===== config.mk =====
export PLATFORM = sky130hd
export DESIGN_NAME = nrs_pilot_extractor
export DESIGN_NICKNAME = d
export VERILOG_FILES = /design/src/rtl/nrs_pilot_extractor_pkg.sv /design/src/rtl/nrs_pilot_extractor.sv
export SDC_FILE = /design/constraint.sdc
export NUM_CORES = 1
export LEC_CHECK = 0
export CAP_MARGIN = 20
export CORE_ASPECT_RATIO = 0.7
export CORE_MARGIN = 1
export CORE_UTILIZATION = 39
export CTS_BUF_LIST = sky130_fd_sc_hd__clkbuf_16
export CTS_CLUSTER_SIZE = 10
export DETAILED_ROUTE_END_ITERATION = 7
export PLACE_DENSITY_LB_ADDON = 0.12
export SLEW_MARGIN = 10
export SYNTH_ARGS = -nofsm -noshare
export SYNTH_HDL_FRONTEND = slang
export SYNTH_SLANG_ARGS = --single-unit

===== constraint.sdc =====
create_clock -name clk -period 2 [get_ports clk]
set_clock_uncertainty 0.15 [all_clocks]
set_input_delay 0.3 -clock clk [delete_from_list [all_inputs] [get_ports clk]]
set_output_delay 0.3 -clock clk [all_outputs]
set_load 0.01 [all_outputs]

===== src/rtl/nrs_pilot_extractor_pkg.sv =====
// Shared constants and FSM encoding for NRS pilot extraction.
// Holds the two NRS OFDM symbols, the pilot count and the subcarriers per resource block.
package nrs_pilot_extractor_pkg;

  typedef enum logic [1:0] {
    ST_IDLE = 2'd0,
    ST_RD   = 2'd1,
    ST_CAP  = 2'd2,
    ST_OUT  = 2'd3
  } state_t;

  localparam int NRS_SYM_A = 5;
  localparam int NRS_SYM_B = 6;
  localparam int NUM_NRS   = 4;
  localparam int SC_PER_RB = 12;

  localparam logic [1:0] LAST_IDX = 2'(NUM_NRS - 1);

  // Pilots 0,1 sit in the first NRS symbol, pilots 2,3 in the second.
  function automatic logic [3:0] nrs_sym(input logic [1:0] cnt);
    return cnt[1] ? 4'(NRS_SYM_B) : 4'(NRS_SYM_A);
  endfunction

endpackage


===== src/rtl/nrs_pilot_extractor.sv =====
// Reads the four NRS pilot REs of one subframe from the resource grid and
// streams them to channel estimation over a valid/ready handshake.
module nrs_pilot_extractor
  import nrs_pilot_extractor_pkg::*;
#(
  parameter int DW      = 16,
  parameter int GRID_AW = 8
) (
  input  logic                 clk,
  input  logic                 rst_n,
  input  logic                 start,
  input  logic [8:0]           N_cell_ID,
  output logic [8:0]           cell_id_out,
  output logic [1:0]           est_rd_addr,
  input  logic [3:0]           index_demap,
  output logic                 grid_rd_en,
  output logic [GRID_AW-1:0]   grid_rd_addr,
  input  logic [2*DW-1:0]      grid_rd_data,
  output logic [2*DW-1:0]      pilot_data,
  output logic [1:0]           pilot_idx,
  output logic                 pilot_last,
  output logic                 pilot_valid,
  input  logic                 pilot_ready,
  output logic                 busy,
  output logic                 done
);

  state_t     state, state_nx;
  logic [1:0] cnt;
  logic       accept;
  logic       handshake;

  assign accept    = (state == ST_IDLE) && start;
  assign handshake = (state == ST_OUT) && pilot_ready;

  // NOTE: every variable driven here gets its default before the case, so no latch can form.
  always_comb begin
    state_nx = state;
    case (state)
      ST_IDLE: if (start) state_nx = ST_RD;
      ST_RD:   state_nx = ST_CAP;
      ST_CAP:  state_nx = ST_OUT;
      ST_OUT:  if (pilot_ready) state_nx = (cnt == LAST_IDX) ? ST_IDLE : ST_RD;
      default: state_nx = ST_IDLE;
    endcase
  end

  // NOTE: sequential state uses non-blocking assignments so all registers update from pre-edge values.
  always_ff @(posedge clk or negedge rst_n) begin
    if (!rst_n) begin
      state       <= ST_IDLE;
      cnt         <= '0;
      cell_id_out <= '0;
      done        <= 1'b0;
    end else begin
      state <= state_nx;
      done  <= handshake && (cnt == LAST_IDX);
      if (accept) begin
        cnt         <= '0;
        cell_id_out <= N_cell_ID;
      end else if (handshake && (cnt != LAST_IDX)) begin
        cnt <= cnt + 2'd1;
      end
    end
  end

  // NOTE: the output data register is reset so a mid-run reset leaves no stale pilot visible.
  always_ff @(posedge clk or negedge rst_n) begin
    if (!rst_n) begin
      pilot_data <= '0;
      pilot_idx  <= '0;
    end else if (state == ST_CAP) begin
      pilot_data <= grid_rd_data;
      pilot_idx  <= cnt;
    end
  end

  assign est_rd_addr  = cnt;
  assign grid_rd_en   = (state == ST_RD);
  assign grid_rd_addr = GRID_AW'({nrs_sym(cnt), index_demap});
  assign pilot_valid  = (state == ST_OUT);
  assign pilot_last   = pilot_valid && (pilot_idx == LAST_IDX);
  assign busy         = (state != ST_IDLE);

endmodule


==> impl_metrics.toml <==
[synth]
seq_area_frac_synth_pct = 61.0
synth_top_cell_by_area = "dfrtp_1"
netlist_top_cells_area = "dfrtp_1 (61%), mux2_2 (15%), mux2_1 (9.7%)"
ys_types = 20
yosysTopAreaCellShare_pct = 61.0
syn_nets = 185
synth.avg_cell_area_um2 = 15.2
synth-seq-cells = 48
netlist_instances = 130
syn-cell-area_um2 = 1970
yosysWarningCount = 0

[die]
start_util_pct = 41.0
dieArea_um2 = 5350
core_area_um2 = 4810
die_w_um = 87.0
die_y_um = 61.5
io_pins = 107
num_rows = 21

[grt]
overflow = 0
gr-usage-all-layers_pct = 15.9
first_global_vias = 1280
grt_pass1_wl_um = 6310
grt_max_degree = 27
antenna_found_initial = 0

[sta]
hold_violations = 0
relSlewSlack_pct = 65.2
finalHoldWorstSlack_ns = 0.333
worst_slack_ns = 0.0636
maxSlewViolCount = 0
final-setup-viol-count = 0
post-route-period-util_pct = 96.8
tightest_slew_ns = 0.523
finalCriticalPeriod_ns = 1.94
fmax_mhz = 516

[setup_path]
slowest_stage = "clkdlybuf4s50_1"
crit_chain = "buf_4 > ha_4 > clkdlybuf4s50_1"
critical_path_class = "register to output pin"
critPathMaxFanout = 6
required_ns = 1.55
rrSetupSlack_ns = 0.29
arrival_ns = 1.49
start_kind = "register"
end_kind = "output pin"
slowest_delay_ns = 0.53

[final_layout]
instances_no_fill = 299
syn2layout_area_growth_pct = 62.5
finalInstanceArea_um2 = 3200
final_common_cell = "clkdlybuf4s50_1"
diodes = 0
post_route_cells_drive_above_1_share_pct = 20.4
final_cell_mix = "clkdlybuf4s50_1 (93), dfrtp_1 (47), mux2_2 (26), mux2_1 (17)"
ff_latch_area_um2 = 1200
multi_input_area_um2 = 707
nNetsFinal = 284
n_fill_cell = 353
final_util_pct = 66.6

[power_and_ir_drop]
internal_power_mw = 3.62
pwr-share-seq_pct = 33.4
vdd_drop_max_uv = 743
p_comb_share_pct = 48.6
switching_share_pct = 29.9
p_leak_nw = 1.36
p_sw_mw = 1.54
pwr_density_cell_nw_per_um2 = 1610
clock_power_share_pct = 18.0

[drt]
wl_um = 4200
ant_nets = 0
post_drt_wl_per_cell_um = 14.0
drt_iter0_markers = 19
dr_total_vias = 1356
dr.pass1.iters = 5
route.detailed.drc = 0
viasPerCell = 4.54

[clocking]
cts_buffer_depth = 2
path_clk_slew_ns = 0.07
htree_levels = 2
cts_tree = "built"
cts_root_buffer = "clkbuf_16"
numCtsBuffers = 5
cts_sinks = 48
worst_skew_pair.late_latency_ns = 0.28

[min_path]
min_path_type = "register to register"

[place]
dp.cells = 287
place_congestion = 0.842
dpl-instance-area_um2 = 2980
io_buffers = 96
place_hpwl_um = 3180
post-place-ws_ns = 0.147

[run]
drv_cap = 0

[run_status]
outcome = "finished, final reports clean"
synth_stat cells, drive strengths merged:
cell type and count:
xor2 1, o41ai 1, or2 1, nor2 1, nand2 1, o31ai 1, a21oi 2, conb 2
mux2i 1, and3 2, nand3b 1, mux2 44, dfrtp 48, buf 11, ha 6, nor2b 3
inv 4
metal layers:
layer  vias to the layer above  part of all wire (%)  GRT usage (%)
met2                        55                    49           26.4
li1                        639                     -              -
met3                         2                   8.1           6.70
met1                       660                    42           19.3
met5                         -                     0              0
met4                         0                  0.48           4.29
power by group through the flow:
stage          logic, mW  clock network, mW  registers [mW]
3_3_place_gp        2.37                  0            1.71
3_5_place_dp        2.44                  0            1.74
4_1_cts             2.51              0.959            1.74
6_report            2.51              0.928            1.72
2_1_floorplan      0.939                  0            1.94
5_1_grt             2.71               1.00            1.79
worst paths after layout:
kind,depth (start not counted),end,startpoint
max,3,pilot_valid,state[1]$_DFFE_PN0P_
min,1,pilot_data[0]$_DFFE_PN0N_,pilot_data[0]$_DFFE_PN0N_
max reg2reg,5,state[0]$_DFFE_PN0P_,state[1]$_DFFE_PN0P_
min reg2reg,1,pilot_data[0]$_DFFE_PN0N_,pilot_data[0]$_DFFE_PN0N_
max in group asynchronous,3,pilot_data[23]$_DFFE_PN0N_,rst_n
min in group asynchronous,2,pilot_data[0]$_DFFE_PN0N_,rst_n
flip-flops by register name (all words and copies together) (netlist names):
register / flops
pilot_idx: 2
est_rd_addr: 2
cell_id_out: 9
state: 2
pilot_data: 32
done: 1
critical path: cells and delay by family, from the launching register on:
kind	cells	cell delay, ns
DFF	1	0.38
adders and majority gates	1	0.15
buffers and inverters	2	0.67
cells by family after synthesis:
| logic type | Yosys count | share of synthesized area [%] |
|---|---|---|
| flip-flops | 48 | 61.0 |
| multiplexers | 45 | 25.8 |
| buffers and inverters | 15 | 4.44 |
| AND/OR/NAND/NOR | 9 | 2.79 |
| adder cells (fa/ha/maj) | 6 | 3.81 |
| AO/OA/AOI/OAI | 4 | 1.33 |
| other | 2 | 0.381 |
| XOR/XNOR | 1 | 0.445 |
through the flow:
step           TNS [ns]  total power [mW]
5_1_grt        -0.00664              5.50
3_5_place_dp          0              4.18
6_report              0              5.16
2_1_floorplan         0              2.88
4_1_cts               0              5.20
3_3_place_gp          0              4.08
repair_timing:
item	CTS	global route
buffers inserted	1	2
pin swaps	1	0
setup endpoints to repair	2	2
hold endpoints to repair	22	0
hold buffers	1	0
resized for setup	8	1
area by class of cell:
cell class                      instances  area share [%]
Sequential cell                        48            37.5
Timing Repair Buffer                  103            32.0
Multi-Input combinational cell         67            22.1
Clock buffer                            5            3.91
Tap cell                               69            2.70
Clock inverter                          3            1.33
Inverter                                4           0.469
Note: power is estimated with default switching activity, not from simulation.
==> RTL edit (config.mk and constraints unchanged) <==
The parameter `GRID_AW` goes from 8 to 7.
--- a/src/rtl/nrs_pilot_extractor.sv
+++ b/src/rtl/nrs_pilot_extractor.sv
@@ -4,7 +4,7 @@
   import nrs_pilot_extractor_pkg::*;
 #(
   parameter int DW      = 16,
-  parameter int GRID_AW = 8
+  parameter int GRID_AW = 7
 ) (
   input  logic                 clk,
   input  logic                 rst_n,
Ports: changed (resized grid_rd_addr); port bits go from 107 to 106. No check against the original RTL was run, so the function may have changed too.
==> RTL edit against the unedited design <==
- area after synthesis fell by 0.57%
- worst setup slack better by 0.075 ns
- total power shrank 4.4%
- sequential cell count did not move
- combinational power down 3%
- cell area fell by 1.8%
- sequential share of layout area increased by 0.71 points
- non-clock buffer count shrank 1
- global-route usage increased by 0.13 points
- routed wire length is 2.6% lower
==> RTL edit: results (changes against the unedited design) <==
metric,value,unit,change
top_reg_cell synth,dfrtp_1,,unchanged
largest net degree at the start of global routing,27,,unchanged
asr flop ratio synth,100.0,%,unchanged
Final non-clock buffer share,32.29,%,was 31.99%
Static Leakage,1.347,nW,was 1.363 nW
register area,0.001204,sq mm,was 0.001202 sq mm
Layout area overhead,60.60,%,was 62.54%
largest cell class by area,sequential cells,,unchanged
Hold Crit Class,reg2reg,,unchanged
Fillers,376,,was 353
drt initial violations,20,,was 19
Relative slew margins,64.49,%,was 65.17%
htree depth,2,,unchanged
Cells after DPL,286,,was 287
area of the multi-input gates,693.2,sq um,was 706.9 sq um
dpl ws,0.1637,ns,was 0.1469 ns
Final clock-cell share,4.215,%,was 5.234%
GRT Overall Usage,15.98,%,was 15.86%
placed cell area,0.002972,sq mm,was 0.002975 sq mm
run status,completed,,unchanged
xor-xnor portion of the synthesized cell area,0.4470,%,was 0.4444%
Vias/cell,4.541,,was 4.535
crit path max-delay cell type,dfrtp_2,,was clkdlybuf4s50_1
antenna violations before repair,0,,unchanged
Routed WL per cell,13.81,microns,was 14.03 microns
clock buffer depth,2,,unchanged
#MultiIn Comb,66,,was 67
core box area,0.004808,sq mm,unchanged
number of non-clock buffers,102,,was 103
Regs by FF count,"pilot_data x32, cell_id_out x9",,unchanged
"CP delay by family, top",flip-flops,,was buffers and inverters
n_diodes,0,,unchanged
critical path peak fanout,5,,was 6
Port-buffer cells,96,,unchanged
syn nets,183,,was 185
register area share after synthesis,61.30,%,was 60.95%
Pre-antenna DRT Iters,2,,was 5
Post-synth top cells,"48 x dfrtp_1, 26 x mux2_2, 17 x mux2_1",,unchanged
max incr delay on CP,0.45,ns,was 0.53 ns
Final Wtd Congestion,0.8336,,was 0.8416
first-pass GRT wire length,6.396,mm,was 6.313 mm
mux cell area share after synthesis,25.99,%,was 25.84%
largest cells by area after synthesis,"dfrtp_1 61%, mux2_2 15%, mux2_1 9.8%",,"was dfrtp_1 61%, mux2_2 15%, mux2_1 9.7%"
Synth Area in Adders,3.831,%,was 3.810%
Post-DP HPWL,3.109,mm,was 3.180 mm
Vias,1344,,was 1356
Worst VDD drop,0.8200,mV,was 0.7434 mV
final net count,282,,was 284
synth unique cells,20,,unchanged
Syn. warnings,0,,unchanged
Mapped Cells,128,,was 130
share of cells above drive strength 1,18.94,%,was 20.43%
compound-cell area share of the yosys netlist,1.341,%,was 1.333%
==> RTL edit: cell types whose count changed after synthesis <==
cell	delta
buf_4	-1
conb_1	-1
==> RTL edit: worst reg2reg max path: cells and delay by family, from the launching register on <==
kind	cells	cell delay [ns]
DFF	1	0.45
buffers and inverters	1	0.12
and+or+nand+nor	2	0.36
muxes	1	0.30
adders and majority gates	1	0.24
==> RTL edit: metal layers <==
metal	routed length, microns	global-route usage, %	vias up
met5	0	0	-
met1	1827	20.36	650
met3	318	6.032	4
li1	-	-	634
met2	1923	26.76	56
met4	17	3.095	0
==> RTL edit: cell families (layout without fill, tap and decap cells) <==
kind of cell,count (synthesis),in the layout
DFF,48,48
muxes,45,45
buffers and inverters,14,113
and+or+nand+nor,9,9
adders and majority gates,6,6
AOI/OAI and AO/OA,4,4
other,1,1
xor gates and xnor gates,1,1
==> RTL edit: path summary, 6_finish.rpt <==
path	from	endpoint	slack, ns	cells past startpoint
max	state[1]	busy	0.14	4
min	pilot_data[1]	pilot_data[1]	0.33	1
max reg2reg	state[1]	state[1]	0.27	5
min reg2reg	pilot_data[1]	pilot_data[1]	0.33	1
max in group asynchronous	rst_n	pilot_data[22]	0.79	3
min in group asynchronous	rst_n	pilot_data[0]	0.39	2
==> RTL edit: report_power, final <==
| group | internal (mW) | switching [mW] | leakage, nW |
|---|---|---|---|
| sequential | 1.46 | 0.275 | 0.567 |
| clock | 0.447 | 0.316 | 0.0648 |
| combinational | 1.53 | 0.897 | 0.716 |
==> RTL edit: what timing repair did <==
item | 4_1_cts | 5_1_grt
buffers inserted | 2 | 0
hold buffers | 1 | 0
setup endpoints to repair | 3 | 1
hold endpoints to repair | 22 | 0
resized for setup | 6 | 2
